### src/rtl/robot_cmd_pkg.sv
// Shared definitions for the robot command path: command codes, receiver FSM
// states, ASCII framing constants, acknowledge byte values and small decode
// helpers used by the UART command receiver.
package robot_cmd_pkg;

  typedef enum logic [2:0] {
    CMD_STOP  = 3'd0,
    CMD_FWD   = 3'd1,
    CMD_BACK  = 3'd2,
    CMD_LEFT  = 3'd3,
    CMD_RIGHT = 3'd4
  } cmd_t;

  typedef enum logic [2:0] {
    IDLE,
    GET_ARG,
    GET_TERM,
    PRESENT,
    ACK
  } state_t;

  localparam logic [7:0] ASCII_F    = 8'h46;
  localparam logic [7:0] ASCII_B    = 8'h42;
  localparam logic [7:0] ASCII_L    = 8'h4C;
  localparam logic [7:0] ASCII_R    = 8'h52;
  localparam logic [7:0] ASCII_S    = 8'h53;
  localparam logic [7:0] ASCII_ZERO = 8'h30;
  localparam logic [7:0] ASCII_NINE = 8'h39;
  localparam logic [7:0] ASCII_LF   = 8'h0A;

  localparam logic [7:0] ACK_BYTE = 8'h41;
  localparam logic [7:0] NAK_BYTE = 8'h4E;

  typedef struct packed {
    logic ok;
    cmd_t code;
  } letter_t;

  function automatic letter_t decode_letter(input logic [7:0] b);
    letter_t r;
    r.ok   = 1'b1;
    r.code = CMD_STOP;
    case (b)
      ASCII_F: r.code = CMD_FWD;
      ASCII_B: r.code = CMD_BACK;
      ASCII_L: r.code = CMD_LEFT;
      ASCII_R: r.code = CMD_RIGHT;
      ASCII_S: r.code = CMD_STOP;
      default: r.ok   = 1'b0;
    endcase
    return r;
  endfunction

  function automatic logic is_digit(input logic [7:0] b);
    return (b >= ASCII_ZERO) && (b <= ASCII_NINE);
  endfunction

endpackage

### src/rtl/uart_command_receiver_if.sv
// Bundles the receiver's three streams (UART rx bytes in, decoded command out,
// acknowledge byte out) plus the error counter.
//   slave  : the receiver itself
//   master : the surrounding UART / controller environment
interface uart_command_receiver_if;
  import robot_cmd_pkg::*;

  logic [7:0] rx_data;
  logic       rx_valid;
  logic       rx_ready;

  cmd_t       cmd_code;
  logic [3:0] cmd_arg;
  logic       cmd_valid;
  logic       cmd_ready;

  logic [7:0] err_count;

  logic [7:0] tx_data;
  logic       tx_valid;
  logic       tx_ready;

  modport master (
    output rx_data, rx_valid, cmd_ready, tx_ready,
    input  rx_ready, cmd_code, cmd_arg, cmd_valid, err_count, tx_data, tx_valid
  );

  modport slave (
    input  rx_data, rx_valid, cmd_ready, tx_ready,
    output rx_ready, cmd_code, cmd_arg, cmd_valid, err_count, tx_data, tx_valid
  );
endinterface

### src/rtl/uart_command_receiver_timebase.sv
// timebase: free-running up-counter with terminal-count flag, used as the
// inter-byte gap timer. Holds at TERMINAL until cleared.
//   clk    : clock
//   rst_n  : asynchronous active-low reset
//   clr_i  : synchronous clear to zero
//   tc_o   : count equals TERMINAL
module timebase #(
  parameter int unsigned          WIDTH    = 30,
  parameter logic [WIDTH-1:0]     TERMINAL = '1
) (
  input  logic clk,
  input  logic rst_n,
  input  logic clr_i,
  output logic tc_o
);

  logic [WIDTH-1:0] cnt_q;

  assign tc_o = (cnt_q == TERMINAL);

  always_ff @(posedge clk or negedge rst_n) begin
    if (!rst_n) begin
      cnt_q <= '0;
    end else if (clr_i) begin
      cnt_q <= '0;
    end else if (!tc_o) begin
      cnt_q <= cnt_q + WIDTH'(1);
    end
  end

endmodule

### src/rtl/uart_command_receiver.sv
// uart_command_receiver: parses "<letter><digit>\n" frames from a UART byte
// stream into a command code and argument, counts rejected frames and
// optionally answers each frame with 'A' / 'N' on the tx stream.
//   clk    : system clock
//   reset  : asynchronous active-low reset
//   bus    : slave side of uart_command_receiver_if (rx in, cmd out, tx out,
//            err_count out)
// Build option: define CMD_ACK_EN to emit the acknowledge byte; otherwise the
// ACK state lasts one cycle and tx_valid/tx_data stay 0.
//
// state    | meaning
// IDLE     | wait for a command letter, other bytes dropped
// GET_ARG  | wait for digit, gap timer armed
// GET_TERM | wait for LF, gap timer armed
// PRESENT  | cmd_valid high until cmd_ready
// ACK      | report ACK/NAK result, then back to IDLE
module uart_command_receiver
  import robot_cmd_pkg::*;
#(
  parameter logic [29:0] TIMEOUT_CYCLES = 30'd50_000_000
) (
  input  logic                    clk,
  input  logic                    reset,
  uart_command_receiver_if.slave  bus
);

`ifdef CMD_ACK_EN
  localparam bit AckEn = 1'b1;
`else
  localparam bit AckEn = 1'b0;
`endif

  state_t     state_q, state_d;
  cmd_t       cmd_code_q, cmd_code_d;
  logic [3:0] cmd_arg_q, cmd_arg_d;
  logic [7:0] err_q, err_d;
  logic       nak_q, nak_d;
  logic       rx_ready_q, cmd_valid_q, tx_valid_q;
  logic [7:0] tx_data_q;

  logic       rx_fire;
  logic       gap_tc;
  logic       gap_clr;
  logic       reject;
  letter_t    letter;

  assign rx_fire = bus.rx_valid && rx_ready_q;
  assign letter  = decode_letter(bus.rx_data);
  // Timer only runs while a frame is partially received.
  assign gap_clr = rx_fire || !(state_q inside {GET_ARG, GET_TERM});

  timebase #(
    .WIDTH    (30),
    .TERMINAL (TIMEOUT_CYCLES - 30'd1)
  ) u_gap (
    .clk   (clk),
    .rst_n (reset),
    .clr_i (gap_clr),
    .tc_o  (gap_tc)
  );

  always_comb begin
    state_d    = state_q;
    cmd_code_d = cmd_code_q;
    cmd_arg_d  = cmd_arg_q;
    err_d      = err_q;
    nak_d      = nak_q;
    reject     = 1'b0;

    case (state_q)
      IDLE: begin
        if (rx_fire && letter.ok) begin
          state_d    = GET_ARG;
          cmd_code_d = letter.code;
        end
      end
      GET_ARG: begin
        // An accepted byte wins over a timeout in the same cycle.
        if (rx_fire) begin
          if (is_digit(bus.rx_data)) begin
            state_d   = GET_TERM;
            // Low nibble of an ASCII digit is its value.
            cmd_arg_d = bus.rx_data[3:0];
          end else begin
            reject = 1'b1;
          end
        end else if (gap_tc) begin
          reject = 1'b1;
        end
      end
      GET_TERM: begin
        if (rx_fire) begin
          if (bus.rx_data == ASCII_LF) state_d = PRESENT;
          else                         reject  = 1'b1;
        end else if (gap_tc) begin
          reject = 1'b1;
        end
      end
      PRESENT: begin
        if (bus.cmd_ready) begin
          state_d = ACK;
          nak_d   = 1'b0;
        end
      end
      ACK: begin
        if (!AckEn || bus.tx_ready) state_d = IDLE;
      end
      default: state_d = IDLE;
    endcase

    if (reject) begin
      state_d = ACK;
      nak_d   = 1'b1;
      if (err_q != 8'hFF) err_d = err_q + 8'd1;
    end
  end

  // Outputs are registered from the next state so they read 0 during reset.
  always_ff @(posedge clk or negedge reset) begin
    if (!reset) begin
      state_q     <= IDLE;
      cmd_code_q  <= CMD_STOP;
      cmd_arg_q   <= '0;
      err_q       <= '0;
      nak_q       <= 1'b0;
      rx_ready_q  <= 1'b0;
      cmd_valid_q <= 1'b0;
      tx_valid_q  <= 1'b0;
      tx_data_q   <= '0;
    end else begin
      state_q     <= state_d;
      cmd_code_q  <= cmd_code_d;
      cmd_arg_q   <= cmd_arg_d;
      err_q       <= err_d;
      nak_q       <= nak_d;
      rx_ready_q  <= (state_d inside {IDLE, GET_ARG, GET_TERM});
      cmd_valid_q <= (state_d == PRESENT);
      tx_valid_q  <= AckEn && (state_d == ACK);
      tx_data_q   <= (AckEn && (state_d == ACK)) ? (nak_d ? NAK_BYTE : ACK_BYTE) : 8'h00;
    end
  end

  assign bus.rx_ready  = rx_ready_q;
  assign bus.cmd_code  = cmd_code_q;
  assign bus.cmd_arg   = cmd_arg_q;
  assign bus.cmd_valid = cmd_valid_q;
  assign bus.err_count = err_q;
  assign bus.tx_valid  = tx_valid_q;
  assign bus.tx_data   = tx_data_q;

endmodule

### src/flat_wrapper.sv
// flat-port wrapper written by rule: the top's interface ports become plain ports
module uart_command_receiver_flat import robot_cmd_pkg::*;
#(
  parameter logic [29:0] TIMEOUT_CYCLES = 30'd50_000_000
)
  (clk, reset, bus_rx_data, bus_rx_valid, bus_cmd_ready, bus_tx_ready, bus_rx_ready, bus_cmd_code, bus_cmd_arg, bus_cmd_valid, bus_err_count, bus_tx_data, bus_tx_valid);
  uart_command_receiver_if bus_i ();
  input  logic clk;
  input  logic reset;
  input wire logic [$bits(bus_i.rx_data)-1:0] bus_rx_data;
  input wire logic [$bits(bus_i.rx_valid)-1:0] bus_rx_valid;
  input wire logic [$bits(bus_i.cmd_ready)-1:0] bus_cmd_ready;
  input wire logic [$bits(bus_i.tx_ready)-1:0] bus_tx_ready;
  output wire logic [$bits(bus_i.rx_ready)-1:0] bus_rx_ready;
  output wire logic [$bits(bus_i.cmd_code)-1:0] bus_cmd_code;
  output wire logic [$bits(bus_i.cmd_arg)-1:0] bus_cmd_arg;
  output wire logic [$bits(bus_i.cmd_valid)-1:0] bus_cmd_valid;
  output wire logic [$bits(bus_i.err_count)-1:0] bus_err_count;
  output wire logic [$bits(bus_i.tx_data)-1:0] bus_tx_data;
  output wire logic [$bits(bus_i.tx_valid)-1:0] bus_tx_valid;
  assign bus_i.rx_data = bus_rx_data;
  assign bus_i.rx_valid = bus_rx_valid;
  assign bus_i.cmd_ready = bus_cmd_ready;
  assign bus_i.tx_ready = bus_tx_ready;
  assign bus_rx_ready = bus_i.rx_ready;
  assign bus_cmd_code = bus_i.cmd_code;
  assign bus_cmd_arg = bus_i.cmd_arg;
  assign bus_cmd_valid = bus_i.cmd_valid;
  assign bus_err_count = bus_i.err_count;
  assign bus_tx_data = bus_i.tx_data;
  assign bus_tx_valid = bus_i.tx_valid;
  uart_command_receiver #(.TIMEOUT_CYCLES(TIMEOUT_CYCLES)) u_core (.clk(clk), .reset(reset), .bus(bus_i));
endmodule
### config.mk
export PLATFORM = sky130hd
export DESIGN_NAME = uart_command_receiver_flat
export DESIGN_NICKNAME = d
export VERILOG_FILES = /design/src/rtl/robot_cmd_pkg.sv /design/src/rtl/uart_command_receiver_if.sv /design/src/rtl/uart_command_receiver_timebase.sv /design/src/rtl/uart_command_receiver.sv /design/src/flat_wrapper.sv
export SDC_FILE = /design/constraint.sdc
export NUM_CORES = 1
export LEC_CHECK = 0
export CAP_MARGIN = 5
export CORE_MARGIN = 2
export CORE_UTILIZATION = 30
export DETAILED_ROUTE_END_ITERATION = 10
export GPL_TIMING_DRIVEN = 0
export SLEW_MARGIN = 20
export SYNTH_ARGS = -nofsm -noshare
export SYNTH_HDL_FRONTEND = slang
export SYNTH_HIERARCHICAL = 1
export SYNTH_SLANG_ARGS = --single-unit
### constraint.sdc
create_clock -name clk -period 6.6 [get_ports clk]
set_input_delay 1.32 -clock clk [delete_from_list [all_inputs] [get_ports clk]]
set_output_delay 1.32 -clock clk [all_outputs]
set_load 0.02 [all_outputs]
Word-level counts from Yosys, hierarchy flattened
Index checks and enable logic that the tools add are counted.
{ "classes": {"addsub": 2, "order_cmp": 2, "eq_ne": 15, "mux": 18, "reduce_logical": 13} }
{ "ops": {"columns": ["operator", "n"], "rows": [
  ["$mux 30", 2],
  ["$eq 8x7->1 const B", 5],
  ["$add 30x1->30 const B", 1],
  ["$eq 30x26->1 const B", 1],
  ["$pmux 3 s4", 2],
  ["$mux 3", 7],
  ["$eq 3x2->1 const B", 4],
  ["$add 8x1->8 const B", 1],
  ["$eq 8x4->1 const B", 1],
  ["$ge 8x6->1 const B", 1],
  ["$le 8x6->1 const B", 1],
  ["$ne 8x8->1 const B", 1],
  ["$eq 3x1->1 const B", 2],
  ["$logic_not 3->1", 2],
  ["$mux 1", 6],
  ["$reduce_or 5->1", 1],
  ["$reduce_and 2->1", 2],
  ["$logic_and 1x1->1", 3],
  ["$reduce_and 3->1", 1],
  ["$reduce_bool 3->1", 1],
  ["$ne 2x2->1 const B", 1],
  ["$pmux 1 s2", 1],
  ["$reduce_bool 2->1", 1],
  ["$logic_not 1->1", 1],
  ["$logic_or 1x1->1", 1]
]} }
{ "word_totals": {"regBits": 50, "input_bits": 13, "output_inout_bits": 26} }

Depth between registers and ports, before layout
{ "logic_depth": {"ltp_word": 9, "ltp_mapped": 10, "ltp_nobuf": 8} }

Cells and area by module
The synthesis kept the hierarchy.
{ "modules_own_cells": {"columns": ["module", "n_inst", "cells_each", "area_per_inst_um2"], "rows": [
  ["timebase", 1, 168, 1574.0],
  ["uart_command_receiver", 1, 110, 1222.4]
]} }

Worst setup path after synthesis
Ideal clock, no wire load.
{ "synth_path": {"path_type": "input to register", "start": "input bus_rx_valid", "end": "register u_core.state_q[2]", "setup_ns": 0.127, "t_arrival_ns": 2.597, "required_time_ns": 6.473, "path_slack_ns": 3.875, "cell_stages": 4, "cell_sequence": "a21oi_1 a2111oi_4 or3_1 or2_2"} }
{ "synth_between": {"elab_chain_len": 5} }
{ "synth_rtl": {"columns": ["element", "line_no", "text"], "rows": [
  ["start, declared", "flat_wrapper.sv:11", "input wire logic [$bits(bus_i.rx_valid)-1:0] bus_rx_valid;"],
  ["$logic_and 1x1->1 (*)", "uart_command_receiver.sv:47", "assign rx_fire = bus.rx_valid && rx_ready_q;"],
  ["$logic_and 1x1->1", "uart_command_receiver.sv:72", "if (rx_fire && letter.ok) begin"],
  ["$mux 3", "uart_command_receiver.sv:72", null],
  ["$pmux 3 s4", "uart_command_receiver.sv:70", "case (state_q)"],
  ["$mux 3 (*)", "uart_command_receiver.sv:111", "if (reject) begin"],
  ["net u_core.state_d[2]", "uart_command_receiver.sv:33", "state_t state_q, state_d;"],
  ["end signal, assigned", "uart_command_receiver.sv:131", "state_q <= state_d;"],
  ["end, declared", "uart_command_receiver.sv:33", null]
]} }
The timed path passes the listed nets; every way through them passes the cells marked *.
A chain may end at the register's enable or synchronous reset.

Final worst setup path
{ "layout_path": {"start": "input bus_rx_data[5]", "end": "register u_core.err_q[7] (netlist: u_core/bus.err_count[7])"} }
{ "layout_between": {"elab_chain_len": 6} }
{ "layout_rtl": {"columns": ["element", "line_no", "text"], "rows": [
  ["start, declared", "flat_wrapper.sv:10", "input wire logic [$bits(bus_i.rx_data)-1:0] bus_rx_data;"],
  ["$ge 8x6->1 or $le 8x6->1 (tied branches)", "robot_cmd_pkg.sv:55", "return (b >= ASCII_ZERO) && (b <= ASCII_NINE);"],
  ["$logic_and 1x1->1", "robot_cmd_pkg.sv:55", null],
  ["$mux 1", "uart_command_receiver.sv:80", "if (is_digit(bus.rx_data)) begin"],
  ["$mux 1", "uart_command_receiver.sv:79", "if (rx_fire) begin"],
  ["$pmux 1 s2 (*)", "uart_command_receiver.sv:70", null],
  ["$reduce_and 2->1 (no source line) (*)", null, null],
  ["end signal, assigned", "uart_command_receiver.sv:134", "err_q <= err_d;"],
  ["end, declared", "uart_command_receiver.sv:36", "logic [7:0] err_q, err_d;"]
]} }
Mark *: on every way between the ends. The rest lies on a longest branch, timed or not.

==> metrics.txt <==
status=complete, no violations; Power Total=0.7367 mW; Post-DP HPWL=4024 µm; CP cell instances=clkdlybuf4s50_1 > and4bb_1 > a2111oi_4 > o31ai_1 > mux2_1; initial core utilization=30.55%; endpoints failing setup=0; Clock H-tree levels=2; HP Class=reg -> reg; Hold Crit Endpoint=u_core/bus.cmd_code[0]$_DFFE_PN0P_; final wirelength=5562 µm; share of layout cells above drive strength 1=14.29%; YS warnings=6; number of synthesized flops with an enable pin=0; Crit. End Element=flop; worst setup path class=in -> reg; # IOs=39; worst slew pin tran=771.7 ps; postcts setup bufs=0; period utilisation layout=a little under half; Worst Path Arrival=3330 ps; first-pass GRT wire length=~9700 µm; final slew viol count=0; PostCTS Resize Cnt=0; Tot GR Track Use=11.81%; Area Growth Syn to Fin=19.28%; Worst R2R End=u_core/bus.err_count[7]$_DFFE_PN0P_; delay of the slowest critical-path stage=600 ps; setup TNS=0 ps; ys async rst share=100.0%; PwrDens=~220 nW/µm²; Cells after Synth=278; RSZ-0062 raised after global routing=no; Worst-Skew Late Latency=310 ps; antenna violations before repair=0; vias in the first global route=2036; most frequent cells in the layout=dfrtp_1, nor2_1, clkdlybuf4s50_1; count of cell types in the netlist=57; CTS Root Cell=clkbuf_8; DRC Markers=0; 1st-pass router iterations=4; crit path time final=3124 ps; Slowest cell on crit path=a2111oi_4; Max clock buf depth=2; Hold Path Cell Cnt=1; Worst R2R Setup Slack=3510 ps; hold_buf cts=0; Worst VDD drop=approximately 0.00011 V; Seq/Total Area, Yosys=44.74%; cell depth of the worst flop-to-flop path=10; Slew HR=48.13%; Chip Height=100.5 µm; maxcap violations=0; fillers=914; Antenna diodes=0; critical path startpoint category=input pin; Synth top area share=between 40% and 50%; synthesis-stage register bit count=50; nets@finish=between 300 and 400; Hold Fails Final Rpt=0; Antenna Violating Nets Remaining=0; DR WL/cell=12.85 µm; HP Start=u_core/bus.cmd_code[0]$_DFFE_PN0P_; largest net degree at the start of global routing=51; clock skew=14.17 ps; most common flop cell mapped by yosys=dfrtp_1; Iteration-0 DRC Markers=116; Worst Path Required=6800 ps; TritonCTS Sinks=50; Die W=between 100 and 150 µm; most common cell after layout, fill and taps aside=dfrtp_1; synthesized area per cell=between 10 and 15 µm²; port bufs=28; total gr overflow=0; Reg2Reg Launch Point=u_core/u_gap/cnt_q[0]$_DFFE_PN0P_; clock-pin slew on the worst setup and hold paths=roughly 100 ps; Max Fclk=between 300 and 400 MHz; TritonCTS clock tree=yes; vias per cell=4.979; CTS buffer count=5; Hold Worst Slack=513.0 ps; Core Rows=35; Mapped Area=2796 µm²; Core ar.=between 9000 and 10000 µm²; crit path from=bus_rx_data[5]; Synth area leaders=dfrtp_1, nor2_1, xnor2_1; LEAKAGE=1.364 nW; critical path fanouts, max=8; post-synth top area cell=dfrtp_1; die area=10110 µm²; total number of vias=between 2000 and 2500; gpl congestion=0.7545
-- critical path: cells and delay by family --
kind,cells,cell delay (ps)
buf+inv,1,580
simple gates,1,300
mux,1,330
compound gates,2,790
-- layer usage --
| layer | global-route usage (%) | vias up | part of all wire, % |
|---|---|---|---|
| met5 | 0 | - | 0 |
| met4 | 3.793 | 0 | 0.99 |
| met3 | 2.011 | 2 | 2.2 |
| met2 | 18.74 | 24 | 47 |
| met1 | 16.44 | 1053 | 50 |
| li1 | - | 1077 | - |
-- area by class of cell --
| class | instances | area (µm²) | area share, % |
|---|---|---|---|
| Timing Repair Buffer | 28 | 277.8 | 8.327 |
| Clock inverter | 3 | 23.77 | 0.7127 |
| Multi-Input combinational cell | 216 | 1443 | 43.25 |
| Buffer | 16 | 117.6 | 3.526 |
| Inverter | 4 | 15.01 | 0.4501 |
| Clock buffer | 5 | 68.82 | 2.063 |
| Tap cell | 111 | 138.9 | 4.164 |
| Sequential cell | 50 | 1251 | 37.51 |
-- registers in the layout, indices dropped and copies added (netlist names) --
name                  count
u_core/bus.err_count      8
u_core/bus.cmd_valid      1
u_core/u_gap/cnt_q       30
u_core/bus.cmd_arg        4
u_core/bus.rx_ready       1
u_core/bus.cmd_code       3
u_core/state_q            3
-- cell usage after synthesis (all sizes together), types with 2 or more instances --
master and count:
dfrtp 50, nor2 31, nand2 19, mux2 13
buf 12, xnor2 12, nor3 11, a21oi 10
nand4 10, o21ai 9, or3 9, xor2 9
and3 8, nand3 8, nor4 7, and4 6
o31ai 6, nand2b 5, clkbuf 4, inv 4
or2 4, a311oi 2, a31oi 2, a32o 2
ha 2, nand3b 2, nor2b 2, nor4b 2
nor4bb 2, or3b 2
-- how the worst max path moves through the flow --
| stage | slack (ps) | to | cells past startpoint |
|---|---|---|---|
| after detailed placement | 3170 | u_core/bus.err_count[7]$_DFFE_PN0P_ | 5 |
| after global routing | 3200 | u_core/bus.err_count[7]$_DFFE_PN0P_ | 10 |
| after floorplan | 3880 | u_core/state_q[2]$_DFF_PN0_ | 4 |
| after CTS | 3510 | u_core/bus.err_count[7]$_DFFE_PN0P_ | 5 |
| after global placement | 2630 | u_core/bus.cmd_arg[0]$_DFFE_PN0P_ | 1 |
| final | 3480 | u_core/bus.err_count[7]$_DFFE_PN0P_ | 5 |
-- metrics by stage --
stage	setup WS [ps]	cells	instance area, µm²	util [%]
finish	3476	433	3336	36.45
global route	3200	433	3336	36.45
CTS	3511	433	3336	36.45
detailed placement	3174	425	3243	35.43
global placement	2634	425	3246	35.46
floorplan	3875	286	2826	-
-- where the power goes --
| part | leakage (nW) | switching [mW] | internal (mW) | total [mW] |
|---|---|---|---|---|
| Clock | 0.0408 | 0.108 | 0.0760 | 0.184 |
| Sequential | 0.687 | 0.0302 | 0.330 | 0.360 |
| Combinational | 0.636 | 0.0991 | 0.0927 | 0.192 |
-- cells by family after synthesis --
group / count (synthesis) / synth area share [%]
adders and majority gates: 2 / 0.8947
muxes: 14 / 5.727
xor gates and xnor gates: 21 / 6.577
other: 1 / 0.1341
buffers and inverters: 20 / 4.742
and+or+nand+nor: 133 / 27.11
DFF: 50 / 44.74
AOI/OAI and AO/OA: 37 / 10.07
Note: power is estimated with default switching activity, not from simulation.
